<file path="src/rtl/mem_arbiter_if.sv">
// Bundle between mem_arbiter, the two cache controllers and main_memory.
// master = arbiter side, slave = requesters plus memory (environment side).
interface mem_arbiter_if #(
  parameter int add_width  = 10,
  parameter int data_width = 32
);
  // Requests are levels held until the matching one-cycle done pulse;
  // memory handshakes are sampled only in the state that waits on them.
  logic                    i_req;
  logic [add_width-1:0]    i_addr;
  logic [4*data_width-1:0] i_rdata;
  logic                    i_done;
  logic                    d_req;
  logic                    d_we;
  logic [add_width-1:0]    d_addr;
  logic [4*data_width-1:0] d_wdata;
  logic [4*data_width-1:0] d_rdata;
  logic                    d_done;
  logic                    err;
  logic                    busy;
  logic [add_width-1:0]    mem_add;
  logic [data_width-1:0]   mem_write_data;
  logic                    mem_read;
  logic                    mem_write;
  logic [4*data_width-1:0] mem_read_data;
  logic                    mem_ready_to_read;
  logic                    mem_finished_writing;

  modport master (
    input  i_req, i_addr, d_req, d_we, d_addr, d_wdata,
           mem_read_data, mem_ready_to_read, mem_finished_writing,
    output i_rdata, i_done, d_rdata, d_done, err, busy,
           mem_add, mem_write_data, mem_read, mem_write
  );

  modport slave (
    output i_req, i_addr, d_req, d_we, d_addr, d_wdata,
           mem_read_data, mem_ready_to_read, mem_finished_writing,
    input  i_rdata, i_done, d_rdata, d_done, err, busy,
           mem_add, mem_write_data, mem_read, mem_write
  );
endinterface

</file>
<file path="src/rtl/mem_arbiter.sv">
// Round-robin arbiter sharing main_memory between I-cache refills and
// D-cache refills/write-backs, sequencing the memory's read and 4-beat write protocol.
module mem_arbiter #(
  parameter int add_width  = 10,
  parameter int data_width = 32,
  parameter int timeout    = 64
) (
  input  logic          clk,
  input  logic          rst,
  mem_arbiter_if.master bus,
  output logic [2:0]    fsm_state
);

  typedef enum logic [2:0] {IDLE, RD, WR, WR_WAIT, DONE} state_t;

  localparam int CW = $clog2(timeout + 1);

  state_t                  state, state_next;
  logic                    gnt_d;     // granted side: 1 = D, 0 = I
  logic                    rr_last;   // last granted side, same encoding
  logic                    err_flag;
  logic [1:0]              beat;
  logic [CW-1:0]           wait_cnt;
  logic [add_width-1:0]    line_addr;
  logic [4*data_width-1:0] wline;
  logic [4*data_width-1:0] i_line, d_line;
  logic                    req_any, pick_d, timed_out;
  logic                    unused_low_bits;

  assign req_any   = bus.i_req | bus.d_req;
  // On conflict the side that was not served last wins.
  assign pick_d    = bus.d_req & (~bus.i_req | ~rr_last);
  assign timed_out = (wait_cnt == CW'(timeout - 1));
  assign unused_low_bits = ^{bus.i_addr[1:0], bus.d_addr[1:0]};

  always_ff @(posedge clk) begin
    if (rst) state <= IDLE;
    else     state <= state_next;
  end

  always_comb begin
    state_next = state;
    case (state)
      IDLE:    if (req_any) state_next = (pick_d & bus.d_we) ? WR : RD;
      RD:      if (bus.mem_ready_to_read || timed_out) state_next = DONE;
      WR:      if (beat == 2'd3) state_next = WR_WAIT;
      WR_WAIT: if (bus.mem_finished_writing || timed_out) state_next = DONE;
      DONE:    state_next = IDLE;
      default: state_next = IDLE;
    endcase
  end

  always_ff @(posedge clk) begin
    if (rst) begin
      gnt_d     <= 1'b0;
      rr_last   <= 1'b0;
      err_flag  <= 1'b0;
      beat      <= 2'd0;
      wait_cnt  <= '0;
      line_addr <= '0;
      wline     <= '0;
      i_line    <= '0;
      d_line    <= '0;
    end else begin
      case (state)
        IDLE: begin
          if (req_any) begin
            gnt_d     <= pick_d;
            rr_last   <= pick_d;
            err_flag  <= 1'b0;
            line_addr <= pick_d ? {bus.d_addr[add_width-1:2], 2'b00}
                                : {bus.i_addr[add_width-1:2], 2'b00};
            if (pick_d && bus.d_we) wline <= bus.d_wdata;
          end
        end
        RD: begin
          if (bus.mem_ready_to_read) begin
            if (gnt_d) d_line <= bus.mem_read_data;
            else       i_line <= bus.mem_read_data;
          end else begin
            wait_cnt <= wait_cnt + CW'(1);
            if (timed_out) err_flag <= 1'b1;
          end
        end
        WR: beat <= beat + 2'd1;
        WR_WAIT: begin
          if (!bus.mem_finished_writing) begin
            wait_cnt <= wait_cnt + CW'(1);
            if (timed_out) err_flag <= 1'b1;
          end
        end
        DONE: begin
          wait_cnt <= '0;
          beat     <= 2'd0;
        end
        default: ;
      endcase
    end
  end

  // Memory strobes and completion pulses decode straight from the state,
  // so a reset removes them in the very next cycle.
  always_comb begin
    bus.mem_read       = 1'b0;
    bus.mem_write      = 1'b0;
    bus.mem_add        = '0;
    bus.mem_write_data = '0;
    bus.i_done         = 1'b0;
    bus.d_done         = 1'b0;
    bus.err            = 1'b0;
    case (state)
      RD: begin
        bus.mem_read = 1'b1;
        bus.mem_add  = line_addr;
      end
      WR: begin
        bus.mem_write      = 1'b1;
        bus.mem_add        = {line_addr[add_width-1:2], beat};
        bus.mem_write_data = wline[int'(beat)*data_width +: data_width];
      end
      DONE: begin
        bus.i_done = ~gnt_d;
        bus.d_done = gnt_d;
        bus.err    = err_flag;
      end
      default: ;
    endcase
  end

  assign bus.busy    = (state != IDLE);
  assign bus.i_rdata = i_line;
  assign bus.d_rdata = d_line;
  assign fsm_state   = state;

endmodule
</file>
<file path="src/flat_wrapper.sv">
// flat-port wrapper written by rule: the top's interface ports become plain ports
module mem_arbiter_flat 
#(
  parameter int add_width  = 10,
  parameter int data_width = 32,
  parameter int timeout    = 64
)
  (clk, rst, fsm_state, bus_i_req, bus_i_addr, bus_d_req, bus_d_we, bus_d_addr, bus_d_wdata, bus_mem_read_data, bus_mem_ready_to_read, bus_mem_finished_writing, bus_i_rdata, bus_i_done, bus_d_rdata, bus_d_done, bus_err, bus_busy, bus_mem_add, bus_mem_write_data, bus_mem_read, bus_mem_write);
  mem_arbiter_if #(.add_width(add_width), .data_width(data_width)) bus_i ();
  input  logic clk;
  input  logic rst;
  output logic [2:0] fsm_state;
  input wire logic [$bits(bus_i.i_req)-1:0] bus_i_req;
  input wire logic [$bits(bus_i.i_addr)-1:0] bus_i_addr;
  input wire logic [$bits(bus_i.d_req)-1:0] bus_d_req;
  input wire logic [$bits(bus_i.d_we)-1:0] bus_d_we;
  input wire logic [$bits(bus_i.d_addr)-1:0] bus_d_addr;
  input wire logic [$bits(bus_i.d_wdata)-1:0] bus_d_wdata;
  input wire logic [$bits(bus_i.mem_read_data)-1:0] bus_mem_read_data;
  input wire logic [$bits(bus_i.mem_ready_to_read)-1:0] bus_mem_ready_to_read;
  input wire logic [$bits(bus_i.mem_finished_writing)-1:0] bus_mem_finished_writing;
  output wire logic [$bits(bus_i.i_rdata)-1:0] bus_i_rdata;
  output wire logic [$bits(bus_i.i_done)-1:0] bus_i_done;
  output wire logic [$bits(bus_i.d_rdata)-1:0] bus_d_rdata;
  output wire logic [$bits(bus_i.d_done)-1:0] bus_d_done;
  output wire logic [$bits(bus_i.err)-1:0] bus_err;
  output wire logic [$bits(bus_i.busy)-1:0] bus_busy;
  output wire logic [$bits(bus_i.mem_add)-1:0] bus_mem_add;
  output wire logic [$bits(bus_i.mem_write_data)-1:0] bus_mem_write_data;
  output wire logic [$bits(bus_i.mem_read)-1:0] bus_mem_read;
  output wire logic [$bits(bus_i.mem_write)-1:0] bus_mem_write;
  assign bus_i.i_req = bus_i_req;
  assign bus_i.i_addr = bus_i_addr;
  assign bus_i.d_req = bus_d_req;
  assign bus_i.d_we = bus_d_we;
  assign bus_i.d_addr = bus_d_addr;
  assign bus_i.d_wdata = bus_d_wdata;
  assign bus_i.mem_read_data = bus_mem_read_data;
  assign bus_i.mem_ready_to_read = bus_mem_ready_to_read;
  assign bus_i.mem_finished_writing = bus_mem_finished_writing;
  assign bus_i_rdata = bus_i.i_rdata;
  assign bus_i_done = bus_i.i_done;
  assign bus_d_rdata = bus_i.d_rdata;
  assign bus_d_done = bus_i.d_done;
  assign bus_err = bus_i.err;
  assign bus_busy = bus_i.busy;
  assign bus_mem_add = bus_i.mem_add;
  assign bus_mem_write_data = bus_i.mem_write_data;
  assign bus_mem_read = bus_i.mem_read;
  assign bus_mem_write = bus_i.mem_write;
  mem_arbiter #(.add_width(add_width), .data_width(data_width), .timeout(timeout)) u_core (.clk(clk), .rst(rst), .bus(bus_i), .fsm_state(fsm_state));
endmodule
</file>
<file path="config.mk">
export PLATFORM = sky130hd
export DESIGN_NAME = mem_arbiter_flat
export DESIGN_NICKNAME = d
export VERILOG_FILES = /design/src/rtl/mem_arbiter_if.sv /design/src/rtl/mem_arbiter.sv /design/src/flat_wrapper.sv
export SDC_FILE = /design/constraint.sdc
export NUM_CORES = 1
export LEC_CHECK = 0
export ABC_AREA = 1
export BUFFER_PORTS_ARGS = -buffer_cell sky130_fd_sc_hd__buf_2
export CORE_AREA = 2 2 231 233
export CTS_CLUSTER_DIAMETER = 150
export DETAILED_ROUTE_END_ITERATION = 10
export DIE_AREA = 0 0 233 235
export GPL_ROUTABILITY_DRIVEN = 0
export GPL_TIMING_DRIVEN = 0
export PLACE_DENSITY = 0.62
export RECOVER_POWER = 100
export SYNTH_ARGS = -nofsm -noshare
export SYNTH_HDL_FRONTEND = slang
export SYNTH_SLANG_ARGS = --single-unit
</file>
<file path="constraint.sdc">
create_clock -name clk -period 2.1 [get_ports clk]
set_clock_uncertainty 0.2 [all_clocks]
set_input_delay 0.105 -clock clk [delete_from_list [all_inputs] [get_ports clk]]
set_output_delay 0.105 -clock clk [all_outputs]
set_load 0.03 [all_outputs]
</file>
=== Word level (Yosys, flattened, before mapping) ===
Index checks and enable logic that the tools add are counted.
W data, S select, Z words.

* $add $sub $neg: 2
* Equality and inequality tests: 12
* Shift-type cells: 1
* Multiplexer cells: 23
* Bitwise operators: 6
* Reduce and logical (&&, ||, !) cells: 15

{| class="wikitable"
|+ Operators by type and width
! operator !! number
|-
| $shiftx A128 B8 Y32 || 1
|-
| $mux W32 || 1
|-
| $pmux W7 S3 || 1
|-
| $pmux W10 S2 || 1
|-
| $mux W7 || 2
|-
| $mux W3 || 4
|-
| $pmux W3 S4 || 1
|-
| $reduce_and A3 Y1 || 4
|-
| $mux W10 || 1
|-
| $mux W1 || 9
|-
| $reduce_bool A3 Y1 || 3
|-
| $ne A2 B1 Y1 const B || 4
|-
| $reduce_and A4 Y1 || 2
|-
| $add A7 B1 Y7 const B || 1
|-
| $eq A7 B6 Y1 const B || 1
|-
| $eq A3 B2 Y1 const B || 2
|-
| $ne A2 B2 Y1 const B || 2
|-
| $pmux W2 S2 || 1
|-
| $eq A3 B1 Y1 const B || 1
|-
| $eq A3 B3 Y1 const B || 1
|-
| $logic_not A3 Y1 || 1
|-
| $pmux W1 S3 || 1
|-
| $add A2 B1 Y2 const B || 1
|-
| $and A1 B1 Y1 || 2
|-
| other kinds (8) || 11
|}

* Register bits after elaboration: 408
* Input bits: 283
* Output and inout bits: 307

=== Longest topological paths before layout ===
* Word-level depth: 7
* Depth in mapped cells: 9
* Mapped depth without buffers: 8

=== Least setup slack after synthesis ===
No wires, ideal clock.

* Kind: register to output
* Start point: register u_core.state[1], in the netlist u_core.fsm_state[1]
* End point: output port bus_mem_write_data[23]
* Data arrival time: 1.776 ns
* Data required time: 1.795 ns
* Slack: 0.019 ns
* Cell stages (with the launch flop): 7
* Buffers on the path: 2
* Cells stage by stage: dfxtp_1 inv_1 nor2_1 nand2_1 buf_2 buf_2 a21oi_1

* Longest elaborated chain between the ends: 2

{| class="wikitable"
|+ RTL lines
! element !! line !! text
|-
| from (decl) || mem_arbiter.sv:18 || <nowiki>state_t state, state_next;</nowiki>
|-
| from (signal assigned) || mem_arbiter.sv:38 || <nowiki>else state <= state_next;</nowiki>
|-
| $eq A3 B2 Y1 || mem_arbiter.sv:111 || <nowiki>case (state)</nowiki>
|-
| $mux W32 || mem_arbiter.sv:111 ||
|-
| to (decl) || flat_wrapper.sv:29 || <nowiki>output wire logic [$bits(bus_i.mem_write_data)-1:0] bus_mem_write_data;</nowiki>
|}

Every way passes these cells.

=== Worst setup path in the final report ===
* Start point: register u_core.beat[0]
* End point: output port bus_mem_write_data[21]

* Longest elaborated chain between the ends: 2

{| class="wikitable"
|+ RTL lines
! element !! line !! text
|-
| from (decl) || mem_arbiter.sv:22 || <nowiki>logic [1:0] beat;</nowiki>
|-
| from (signal assigned) || mem_arbiter.sv:85 || <nowiki>WR: beat <= beat + 2'd1;</nowiki>
|-
| $shiftx A128 B8 Y32 || mem_arbiter.sv:119 || <nowiki>bus.mem_write_data = wline[int'(beat)*data_width +: data_width];</nowiki>
|-
| $mux W32 || mem_arbiter.sv:111 ||
|}

Every way passes these cells.

==> flow_metrics.env <==
export IMPL_cts_root_buf="clkbuf_16"
export IMPL_status="finished with violations"
export IMPL_path_clk_slew_ns=0.06
export IMPL_grt_start_max_net_pins=13
export IMPL_drtIter0Drc=1476
export IMPL_port_buffers=584
export IMPL_final_cell_count_no_fill=3820
export IMPL_wl_mm=76.0
export IMPL_grt_pass1_wl_mm=113
export IMPL_synth_edf_count=0
export IMPL_die_area_um2=54800
export IMPL_max_cap_viol_count=0
export IMPL_p_leak_nw=9.57
export IMPL_yosysTopAreaCell="dfxtp_1"
export IMPL_cts_buffers=46
export IMPL_drive_gt1_share_pct=20.2
export IMPL_rsz0062_at_grt="yes"
export IMPL_synth_area_um2=16100
export IMPL_cp_max_fo=5
export IMPL_dp_hpwl_mm=53.8
export IMPL_antenna_found_initial=15
export IMPL_rows=84
export IMPL_cts_path_max_buffers=3
export IMPL_die_x_um=233
export IMPL_min_period_over_period_pct=109
export IMPL_dr_pass1_iters=5
export IMPL_vias=19303
export IMPL_setup_ws_ns=-0.190
export IMPL_power_density_nw_per_um2=1090
export IMPL_finalSetupViolCount=82
export IMPL_coreArea_um2=52200
export IMPL_finalSetupTns_ns=-3.58
export IMPL_clk_insertion_delay_late_ns=0.58
export IMPL_yosysUniqueCellTypes=25
export IMPL_io_pins=590
export IMPL_cp_required_ns=1.79
export IMPL_grt_ovfl_total=0
export IMPL_clkSinkCount=406
export IMPL_cts_htree_levels=2
export IMPL_layout_nets=3371
export IMPL_finalCriticalPeriod_ns=2.29
export IMPL_path_class="reg2out"
export IMPL_ant_nets=0
export IMPL_first_global_vias=18949
export IMPL_grt_usage_pct=26.5
export IMPL_yosys_top_cells_area="dfxtp_1 50%, a21oi_1 9.8%, nand3_1 8.5%"
export IMPL_initial_utilization_pct=30.8
export IMPL_synth_top_area_share_pct=50.5
export IMPL_die_h_um=235
export IMPL_max_clock_freq_ghz=0.437
export IMPL_yosysSeqAreaShare_pct=50.5
export IMPL_hold_viol=0
export IMPL_wl_per_cell_um=19.9
export IMPL_via_per_inst=5.05
export IMPL_arrival_ns=1.99
export IMPL_synthFlopType="dfxtp_1"
export IMPL_tightest_slew_ns=1.06
export IMPL_synthCells=2156
export IMPL_yosysWarnings=0
export IMPL_drv_slew=0
export IMPL_avgSynthCellArea_um2=7.47
export IMPL_synth_seq_cells=406
export IMPL_whs_ns=0.00539
export IMPL_async_flop_share_pct=0
export IMPL_hold_path_class="in2reg"
export IMPL_syn2layout_area_growth_pct=54.9
export IMPL_ir_drop_uv=652
export IMPL_synth_fp_nets=2441
export IMPL_endpoint_kind="output pin"
export IMPL_maxSlewHeadroom_pct=29.2
export IMPL_dp_cells=3428
export IMPL_drc=0
export IMPL_critPathLaunchType="register"
export IMPL_violations="setup timing"
export IMPL_cts_tree="built"
## cell families (layout without fill, tap and decap cells)
kind of cell / count (synthesis) / in the layout / share of synthesized area [%]
and+or+nand+nor: 993 / 993 / 26.4
AOI/OAI and AO/OA: 521 / 521 / 16.2
DFF: 406 / 406 / 50.5
buffers and inverters: 233 / 1195 / 6.65
adders and majority gates: 2 / 2 / 0.155
xor gates and xnor gates: 1 / 1 / 0.0544
other: 0 / 14 / 0
## path summary, 6_finish.rpt
kind / slack (ns) / endpoint / depth (start not counted) / startpoint
max: -0.19 / bus_mem_write_data[21] / 8 / u_core.beat[0]
min: 0.005 / u_core.fsm_state[2] / 3 / rst
max reg2reg: -0.04 / u_core.bus.i_rdata[15] / 8 / u_core.fsm_state[0]
min reg2reg: 0.26 / u_core.bus.i_rdata[0] / 2 / u_core.bus.i_rdata[0]
## layer usage
layer  wire, µm  share of wire [%]  GRT usage (%)  vias to the layer above
li1           -                  -              -                     9171
met1      28700                 38           30.4                     8929
met2      36100                 47           45.3                      961
met3       6890                9.1           6.76                      242
met4       4300                5.7           13.7                        0
met5          0                  0              0                        -
## per-stage QoR
stage | area [µm²] | setup WS [ns] | utilization [%] | power, W
after detailed placement | 19900 | -0.404 | 38.1 | 0.0174
final | 25000 | -0.190 | 47.8 | 0.0272
after floorplan | 16100 | 0.0189 | - | 0.0145
after global placement | 19900 | -0.436 | 38.1 | 0.0173
after CTS | 25100 | -0.169 | 48.0 | 0.0269
after global routing | 24900 | -0.266 | 47.8 | 0.0284
## registers in the layout, indices dropped and copies added (netlist names)
signal,flops
u_core.line_addr,8
u_core.bus.d_rdata,128
u_core.wline,128
u_core.beat,2
u_core.gnt_d,1
u_core.bus.i_rdata,128
u_core.err_flag,1
u_core.wait_cnt,7
u_core.fsm_state,3
## critical path, stage by stage, from the launching register on
cell and delay, ns:
dfxtp_4 0.39, buf_12 0.14, buf_8 0.11, clkbuf_16 0.13
nor2_2 0.04, nor2_2 0.15, o21ai_2 0.09, a21oi_4 0.18
buf_6 0.16
## report_power, final
group	internal [W]	leakage [nW]	switching, W	total (W)
combinational	0.00325	5.54	0.00652	0.00977
clock	0.00474	0.728	0.00337	0.00811
sequential	0.00869	3.30	0.000596	0.00928
## synth_stat cells, types with 2 or more instances
cell and number:
buf_1 10, a21oi_1 315, nor3_1 128, nor2_1 287
buf_4 28, nand3_1 272, ha_1 2, inv_2 3
clkinv_1 2, clkbuf_1 91, nor2_2 2, nor2_4 2
o21ai_1 82, buf_2 67, dfxtp_1 406, inv_1 31
o21ai_0 122, nand2_1 299
## cell type report
type / instances / area, µm²
diodes: 14 / 35.0
plain buffers: 193 / 1210
clock buffers: 66 / 1330
clock inverters: 14 / 164
fillers: 5171 / 27300
inverters: 36 / 151
multi-input cells: 1517 / 7190
flip-flops and latches: 406 / 8150
well taps: 688 / 861
repair buffers: 885 / 5850
repair inverters: 1 / 7.51
## cell usage in the layout, fill, tap and decap left out, drive strengths merged
cell type | Yosys | layout
o21ai | 204 | 204
clkbuf | 91 | 427
diode | 0 | 14
xor2 | 1 | 1
and2 | 1 | 1
buf | 106 | 440
nor2 | 291 | 291
o21a | 1 | 1
clkinv | 2 | 9
dlygate4sd3 | 0 | 277
nor3 | 128 | 128
dfxtp | 406 | 406
ha | 2 | 2
a211oi | 1 | 1
bufinv | 0 | 3
inv | 34 | 34
a21oi | 315 | 315
nand2 | 300 | 300
nand3 | 273 | 273
clkinvlp | 0 | 5
## timing repair
item / 4_1_cts / 5_1_grt
hold buffers: 277 / 0
buffers inserted: 11 / 5
gates cloned: 8 / 2
hold endpoints to repair: 402 / 0
pin swaps: 37 / 32
resized for setup: 263 / 88
setup endpoints to repair: 277 / 113
(Power assumes the default switching activity.)
